`src/rtl/updown_counter_param.sv`:
```
// Bounded up/down counter with runtime limits, variable step and saturate/wrap choice.
// Overflow, underflow and rejected-config events are reported as registered one-cycle pulses.
module updown_counter_param #(
   parameter int          WIDTH       = 5,
   parameter int          STEP_W      = 3,
   parameter int unsigned RESET_VALUE = 0
) (
   input  logic              clk,
   input  logic              rst_n,
   input  logic              cfg_wr,
   input  logic [WIDTH-1:0]  cfg_lo,
   input  logic [WIDTH-1:0]  cfg_hi,
   input  logic              wrap_mode,
   input  logic              load,
   input  logic [WIDTH-1:0]  load_value,
   input  logic              down,
   input  logic              up,
   input  logic [STEP_W-1:0] step,
   output logic [WIDTH-1:0]  count,
   output logic              low,
   output logic              high,
   output logic              ovf,
   output logic              unf,
   output logic              cfg_err
);

   logic [WIDTH-1:0] lo_r, hi_r;
   logic [WIDTH-1:0] count_nx, lo_nx, hi_nx;
   logic             ovf_nx, unf_nx, cfg_err_nx;

   // One extra bit keeps count+step from overflowing and lets count-step go negative.
   logic [WIDTH:0] count_x, step_x, dn_t, up_t;
   logic           dn_under, up_over;

   function automatic logic [WIDTH-1:0] clamp(input logic [WIDTH-1:0] v,
                                              input logic [WIDTH-1:0] lo,
                                              input logic [WIDTH-1:0] hi);
      if (v < lo)      return lo;
      else if (v > hi) return hi;
      else             return v;
   endfunction

   assign count_x  = {1'b0, count};
   assign step_x   = (WIDTH+1)'(step);
   assign dn_t     = count_x - step_x;
   assign up_t     = count_x + step_x;
   assign dn_under = $signed(dn_t) < $signed({1'b0, lo_r});
   assign up_over  = up_t > {1'b0, hi_r};

   always_comb begin
      count_nx   = count;
      lo_nx      = lo_r;
      hi_nx      = hi_r;
      ovf_nx     = 1'b0;
      unf_nx     = 1'b0;
      cfg_err_nx = 1'b0;
      if (cfg_wr) begin
         if (cfg_lo <= cfg_hi) begin
            lo_nx    = cfg_lo;
            hi_nx    = cfg_hi;
            count_nx = clamp(count, cfg_lo, cfg_hi);
         end else begin
            cfg_err_nx = 1'b1;
         end
      end else if (load) begin
         count_nx = clamp(load_value, lo_r, hi_r);
      end else if (down) begin
         if (dn_under) begin
            unf_nx   = 1'b1;
            count_nx = wrap_mode ? hi_r : lo_r;
         end else begin
            count_nx = dn_t[WIDTH-1:0];
         end
      end else if (up) begin
         if (up_over) begin
            ovf_nx   = 1'b1;
            count_nx = wrap_mode ? lo_r : hi_r;
         end else begin
            count_nx = up_t[WIDTH-1:0];
         end
      end
   end

   always_ff @(posedge clk or negedge rst_n) begin
      if (!rst_n) begin
         count   <= WIDTH'(RESET_VALUE);
         lo_r    <= '0;
         hi_r    <= '1;
         ovf     <= 1'b0;
         unf     <= 1'b0;
         cfg_err <= 1'b0;
      end else begin
         count   <= count_nx;
         lo_r    <= lo_nx;
         hi_r    <= hi_nx;
         ovf     <= ovf_nx;
         unf     <= unf_nx;
         cfg_err <= cfg_err_nx;
      end
   end

   assign low  = (count == lo_r);
   assign high = (count == hi_r);

endmodule

```
`config.mk`:
```
export PLATFORM = sky130hd
export DESIGN_NAME = updown_counter_param
export DESIGN_NICKNAME = d
export VERILOG_FILES = /design/src/rtl/updown_counter_param.sv
export SDC_FILE = /design/constraint.sdc
export NUM_CORES = 1
export LEC_CHECK = 0
export CAP_MARGIN = 0
export CORE_UTILIZATION = 55
export DETAILED_ROUTE_END_ITERATION = 10
export PLACE_DENSITY = 0.91
export SLEW_MARGIN = 10
export SYNTH_ARGS = -nofsm -noshare
export SYNTH_HDL_FRONTEND = slang
export SYNTH_SLANG_ARGS = --single-unit
```
`constraint.sdc`:
```
create_clock -name clk -period 4.3 [get_ports clk]
set_input_delay 0.43 -clock clk [delete_from_list [all_inputs] [get_ports clk]]
set_output_delay 0.43 -clock clk [all_outputs]
set_load 0.02 [all_outputs]
```
==> results.sh, run 1 <==
export IMPL_cp_top_family="compound AO/OA/AOI/OAI gates"
export IMPL_seqPwrFrac_pct=20.5
export IMPL_worst_r2r_endpoint="count[3]"
export IMPL_min_period_over_period_pct=79.0
export IMPL_cp_buffers_inverters=2
export IMPL_cp_data_arrival_time_ns=3.53
export IMPL_ys_warn_count=0
export IMPL_grt_max_degree=20
export IMPL_min_delay_start="hi_r[2]"
export IMPL_dpl_hpwl_mm=5.33
export IMPL_rsz0062_at_grt="no"
export IMPL_wl_per_cell_um=18.6
export IMPL_min_path_cells=2
export IMPL_finish_utilization_pct=68.1
export IMPL_ys_seq_elements=18
export IMPL_r2r_start="count[0]"
export IMPL_synth_edf_count=0
export IMPL_period_minus_slack_ns=3.40
export IMPL_gr_total_overflow=0
export IMPL_cts_resized=0
export IMPL_synth_nets=340
export IMPL_clkTransAtPathRegs_ns=0.07
export IMPL_switchingPower_w=0.000901
export IMPL_antenna_found_initial=0
export IMPL_ctsHoldBuffers=0
export IMPL_drtIter0Drc=179
export IMPL_critPathMaxFanout=11
export IMPL_met1_usage_pct=40.0
export IMPL_sw_frac_of_total_pct=50.3
export IMPL_ys_flop_type="dfrtp_1"
export IMPL_syn_area_per_cell_um2=8.54
export IMPL_leakagePower_nw=1.19
export IMPL_netlist_instances=275
export IMPL_port_buffers=34
export IMPL_setup_viol=0
export IMPL_postCtsSetupRepairBufs=0
export IMPL_r2r_cells=12
export IMPL_first_global_vias=2236
export IMPL_clockBufferDepth=2
export IMPL_rrSetupSlack_ns=0.93
export IMPL_slowest_stage="clkdlybuf4s50_1"
export IMPL_antenna_cells=0
export IMPL_num_vias=2281
export IMPL_pwr_share_comb_pct=71.7
export IMPL_grt_pass1_wl_mm=10.8
export IMPL_fillers=326
export IMPL_timing_final_max_slew_violations=0
export IMPL_final_setup_tns_ns=0
export IMPL_yosysUniqueCellTypes=53
export IMPL_cts_sinks=18
export IMPL_viasPerCell=6.43
export IMPL_gp_congestion=1.03
export IMPL_clk_latency_ns=0.26
export IMPL_drive_gt1_share_pct=8.85
export IMPL_syn_to_final_growth_pct=17.8
export IMPL_cts_root_buf="clkbuf_8"
export IMPL_max_cap_violations=0
export IMPL_relSlewSlack_pct=42.4
export IMPL_nNetsFinal=371
export IMPL_internal_power_w=0.000890
export IMPL_grt_util_all_layers_pct=32.4
export IMPL_multi_input_area_um2=1750
export IMPL_fmax_mhz=294
export IMPL_drt_total_wl_mm=6.61
export IMPL_io_pins=35
export IMPL_grt_util_met3_pct=8.28
export IMPL_hold_end="hi_r[2]"
export IMPL_synth_seq_area_share_pct=19.5
export IMPL_cp_slowest_stage_delay_ns=0.55
export IMPL_powerDensity_nw_per_um2=648
export IMPL_grt_busiest_layer="met2"
export IMPL_cts_tree="yes"
export IMPL_synthesis_area_um2=2350
export IMPL_regArea_um2=457
export IMPL_first_pass_iters=5
export IMPL_start_util_pct=57.8
export IMPL_rows=23
export IMPL_end_kind="flip-flop"
export IMPL_worst_slew_pin_slew_ns=0.862
export IMPL_die_area_um2=4530
export IMPL_finalHoldViolCount=0
export IMPL_h_tree_depth=1
export IMPL_cp_cell_sequence="clkdlybuf4s50_1, inv_1, fa_1, a211oi_1, xor2_1, ha_1, a21oi_1, o21a_1, o221ai_1, a32oi_1, a41oi_1"
export IMPL_die_w_um=67.3
export IMPL_hold_class="flip-flop to flip-flop"
export IMPL_numCtsBuffers=3
export IMPL_grt_util_met2_pct=53.5
export IMPL_async_flop_share_pct=100
export IMPL_crit_required_ns=4.43
export IMPL_outcome="completed"
export IMPL_drcViolationCount=0
export IMPL_ir_worst_vdd_uv=487
export IMPL_crit_type="input pin to flip-flop"
export IMPL_skew_ns=0.00729
export IMPL_core_um2=4060
export IMPL_crit_path_start_kind="input pin"
export IMPL_pwr_share_clk_pct=7.8
export IMPL_finalPower_w=0.00179
export IMPL_die_h_um=67.3
export IMPL_drtAntennaViolNets=0
==> sequential cells by signal, summed over array words and instances, names as in the netlist <==
name	count
cfg_err	1
ovf	1
count	5
lo_r	5
unf	1
hi_r	5
==> area by class of cell <==
class	count	share of cell area (%)
Multi-Input combinational cell	222	63.2
Clock buffer	4	1.99
Sequential cell	18	16.5
Tap cell	50	2.26
Timing Repair Buffer	34	12.3
Inverter	27	3.76
==> routing by layer <==
layer	up-vias	wire length, µm
li1	1079	-
met1	1061	2790
met2	121	3020
met3	20	634
met4	0	170
met5	-	0
==> cells in the final DEF, fill, tap and decap left out, types with 5 or more instances in the layout <==
master,count
o21ai_0,19
ha_1,38
dfstp_2,5
a21oi_1,12
o221ai_1,7
nor3_1,6
xnor2_1,10
xor2_1,6
o211ai_1,13
nor2_1,5
mux2_2,7
nand2_1,28
nand2b_1,5
clkdlybuf4s50_1,34
inv_1,26
dfrtp_1,13
mux2i_1,6
a31oi_1,5
==> synth_stat cells (3+ instances only) <==
cell type / n / area [µm²]
a21oi_1: 12 / 60.1
a31oi_1: 5 / 31.3
a41oi_1: 4 / 35.0
and3_1: 3 / 18.8
clkbuf_1: 5 / 18.8
dfrtp_1: 13 / 325
dfstp_2: 5 / 131
ha_1: 38 / 475
inv_1: 26 / 97.6
mux2_2: 7 / 78.8
mux2i_1: 6 / 60.1
nand2_1: 28 / 105
nand2b_1: 5 / 31.3
nand3_1: 4 / 20.0
nor2_1: 5 / 18.8
nor2b_1: 3 / 18.8
nor3_1: 6 / 30.0
o211ai_1: 13 / 97.6
o21a_1: 4 / 30.0
o21ai_0: 19 / 95.1
o221ai_1: 7 / 61.3
xnor2_1: 10 / 87.6
xor2_1: 6 / 52.6
==> cell families (layout without fill, tap and decap cells) <==
family	Yosys count	in the layout	share of synthesized area, %
compound gates	89	89	27.2
simple gates	64	64	13.3
fa+ha+maj	40	40	22.0
buf+inv	35	65	6.13
flops	18	18	19.5
xor+xnor	16	16	5.97
mux	13	13	5.92
==> worst max path at each step <==
stage,start,to,depth (start not counted)
6_report,step[1],count[3],11
5_1_grt,step[1],count[3],11
4_1_cts,step[0],count[2],12
3_5_place_dp,step[0],count[2],12
3_3_place_gp,step[0],count[2],12
2_1_floorplan,count[0],count[2],11
==> metrics by stage <==
stage          std cells  setup slack, ns  area (µm²)  hold WS (ns)
2_1_floorplan        275             1.18        2350         0.134
3_3_place_gp         351            0.751        2710         0.514
3_5_place_dp         351            0.678        2710         0.528
4_1_cts              355            0.943        2770         0.538
5_1_grt              355            0.656        2770         0.578
6_report             355            0.901        2770         0.540
==> power groups by stage <==
stage	logic (W)	registers (W)	clock network [W]
3_5_place_dp	0.00126	0.000362	0
5_1_grt	0.00143	0.000371	0.000149
6_report	0.00128	0.000367	0.000140
4_1_cts	0.00127	0.000359	0.000142
2_1_floorplan	0.000969	0.000324	0
3_3_place_gp	0.00122	0.000359	0
==> worst reg2reg max path, cell delays in order (launching register included) <==
cell	delay (ns)
dfrtp_1	0.50
inv_1	0.13
ha_1	0.17
inv_1	0.06
fa_1	0.39
a211oi_1	0.31
xor2_1	0.30
ha_1	0.31
a21oi_1	0.16
o21a_1	0.36
o221ai_1	0.18
a32oi_1	0.24
a41oi_1	0.13
(Power assumes the default switching activity.)
==> run 2, diff against run 1 <==
- CORE_UTILIZATION: 55 -> 50
- PLACE_DENSITY: 0.91 -> 0.88
- clock period: 4.3 -> 2.7 ns (I/O delays scaled with it)
==> results.sh, run 2 (synthesis results as in run 1) <==
export IMPL_outcome="finished, violations left"
export IMPL_violations="DRC, setup timing"
export IMPL_sw_frac_of_total_pct=46.3
export IMPL_timing_final_max_slew_violations=0
export IMPL_wl_met1_mm=3.16
export IMPL_dr_max_layer_used="met4"
export IMPL_critPathMaxFanout=6
export IMPL_die_h_um=70.5
export IMPL_clk_latency_ns=0.25
export IMPL_timing_final_ws_setup_ns=-0.210
export IMPL_dpl_hpwl_mm=6.03
export IMPL_gp_congestion=1.14
export IMPL_drive_gt1_share_pct=27.0
export IMPL_drtAntennaViolNets=0
export IMPL_seqPwrFrac_pct=13.6
export IMPL_drtIter0Drc=205
export IMPL_pwr_share_clk_pct=5.9
export IMPL_end_kind="flip-flop"
export IMPL_start_util_pct=52.8
export IMPL_crit_path_start_kind="flip-flop"
export IMPL_ir_worst_vdd_uv=1090
export IMPL_die_w_um=70.5
export IMPL_cp_data_arrival_time_ns=3.02
export IMPL_setup_viol=5
export IMPL_io_pins=35
export IMPL_gr_total_overflow=0
export IMPL_nNetsFinal=411
export IMPL_r2r_start="count[0]"
export IMPL_wl_per_cell_um=20.1
export IMPL_mostFrequentLayoutCell="buf_4"
export IMPL_clkTransAtPathRegs_ns=0.07
export IMPL_antenna_found_initial=0
export IMPL_worst_slew_pin_slew_ns=0.842
export IMPL_cts_root_buf="clkbuf_8"
export IMPL_first_pass_iters=8
export IMPL_reg_top3="count (5), hi_r (5), lo_r (5)"
export IMPL_multi_input_area_um2=1880
export IMPL_grt_util_all_layers_pct=32.2
export IMPL_rows=24
export IMPL_antenna_cells=0
export IMPL_min_period_over_period_pct=108
export IMPL_crit_type="flip-flop to flip-flop"
export IMPL_cp_startpoint="count[0]"
export IMPL_finish_utilization_pct=72.4
export IMPL_die_area_um2=4970
export IMPL_rrSetupSlack_ns=-0.21
export IMPL_numCtsBuffers=3
export IMPL_switchingPower_w=0.00177
export IMPL_relSlewSlack_pct=43.7
export IMPL_hold_class="input pin to asynchronous set/reset pin"
export IMPL_wl_met3_um=733
export IMPL_cts_tree="yes"
export IMPL_finalHoldViolCount=0
export IMPL_grt_max_degree=19
export IMPL_layout_common_cells="buf_4, ha_1, clkdlybuf4s50_1"
export IMPL_fillers=343
export IMPL_pwr_share_comb_pct=80.6
export IMPL_max_cap_violations=0
export IMPL_fmax_mhz=344
export IMPL_dr_wl_met2_mm=3.80
export IMPL_cts_sinks=18
export IMPL_period_minus_slack_ns=2.91
export IMPL_core_um2=4440
export IMPL_h_tree_depth=1
export IMPL_clockBufferDepth=2
export IMPL_dpl_cell_area_um2=3000
export IMPL_viasPerCell=6.42
export IMPL_internal_power_w=0.00205
export IMPL_final_area_um2=3220
export IMPL_drcViolationCount=8
export IMPL_powerDensity_nw_per_um2=1190
export IMPL_ctsHoldBuffers=0
export IMPL_regArea_um2=459
export IMPL_crit_required_ns=2.81
export IMPL_rsz0062_at_grt="yes"
export IMPL_syn_to_final_growth_pct=37.1
export IMPL_skew_ns=0.00368
export IMPL_leakagePower_nw=1.42
export IMPL_port_buffers=34
export IMPL_drt_total_wl_mm=7.99
export IMPL_grt_pass1_wl_mm=12.3
export IMPL_num_vias=2548
export IMPL_first_global_vias=2504
==> run 2: changes by cell type in the layout (fill, tap and decap cells not counted), moves of 3 or more <==
cell	previous run	this run
ha_4	0	4
inv_2	0	4
o21ai_2	0	3
ha_1	38	33
clkdlybuf4s50_1	34	31
o21ai_0	19	16
inv_1	26	22
buf_4	0	38
==> run 2: final timing paths <==
path,to,cells past startpoint
min in group clk,lo_r[2],2
max,count[3],13
max in group asynchronous,count[2],1
min,lo_r[0],1
min reg2reg,lo_r[2],2
max reg2reg,count[3],13
==> run 2: cell type report <==
type	count	share of cell area [%]
multi-input combinational	222	58.5
tap	52	2.02
inverter	27	3.23
sequential	18	14.3
clock buffer	4	1.71
timing repair buffer	74	20.3
==> run 2: repair_timing <==
action                     in CTS  in global routing
cloned                          0                  0
pin swaps                      22                 15
buffers inserted                2                  4
setup endpoints to repair       6                  6
gates resized for setup        14                 18
==> run 2: worst max-delay path, cell delays in order, from the launching register on <==
cell and delay, ns:
dfrtp_2 0.45, inv_2 0.09, ha_4 0.13, inv_2 0.03, fa_2 0.36, xor2_2 0.17, ha_1 0.32, a21o_1 0.19
a31oi_1 0.20, o21a_4 0.21, buf_6 0.12, o221ai_2 0.08, a32oi_1 0.24, a41oi_1 0.16
==> run 2: power groups by stage <==
stage | Combinational (W) | Sequential [W] | Clock, W
floorplan | 0.00163 | 0.000524 | 0
global placement | 0.00247 | 0.000508 | 0
detailed placement | 0.00257 | 0.000507 | 0
CTS | 0.00271 | 0.000507 | 0.000224
global route | 0.00331 | 0.000528 | 0.000234
finish | 0.00308 | 0.000519 | 0.000224
==> run 2: layer usage <==
metal  GRT usage [%]  up-vias
met5               0        -
li1                -     1157
met2            54.0      169
met3            4.62       31
met1            42.6     1191
met4            10.4        0
==> run 2: stage by stage <==
stage	TNS (ns)	instances	total power (W)	worst slack [ns]	hold slack, ns
2_1_floorplan	-0.523	275	0.00215	-0.151	-0.0256
3_5_place_dp	-3.54	387	0.00307	-0.609	0.578
3_3_place_gp	-3.05	387	0.00298	-0.552	0.564
5_1_grt	-1.52	397	0.00407	-0.323	0.566
4_1_cts	-1.01	393	0.00344	-0.213	0.537
6_report	-0.878	397	0.00383	-0.210	0.491
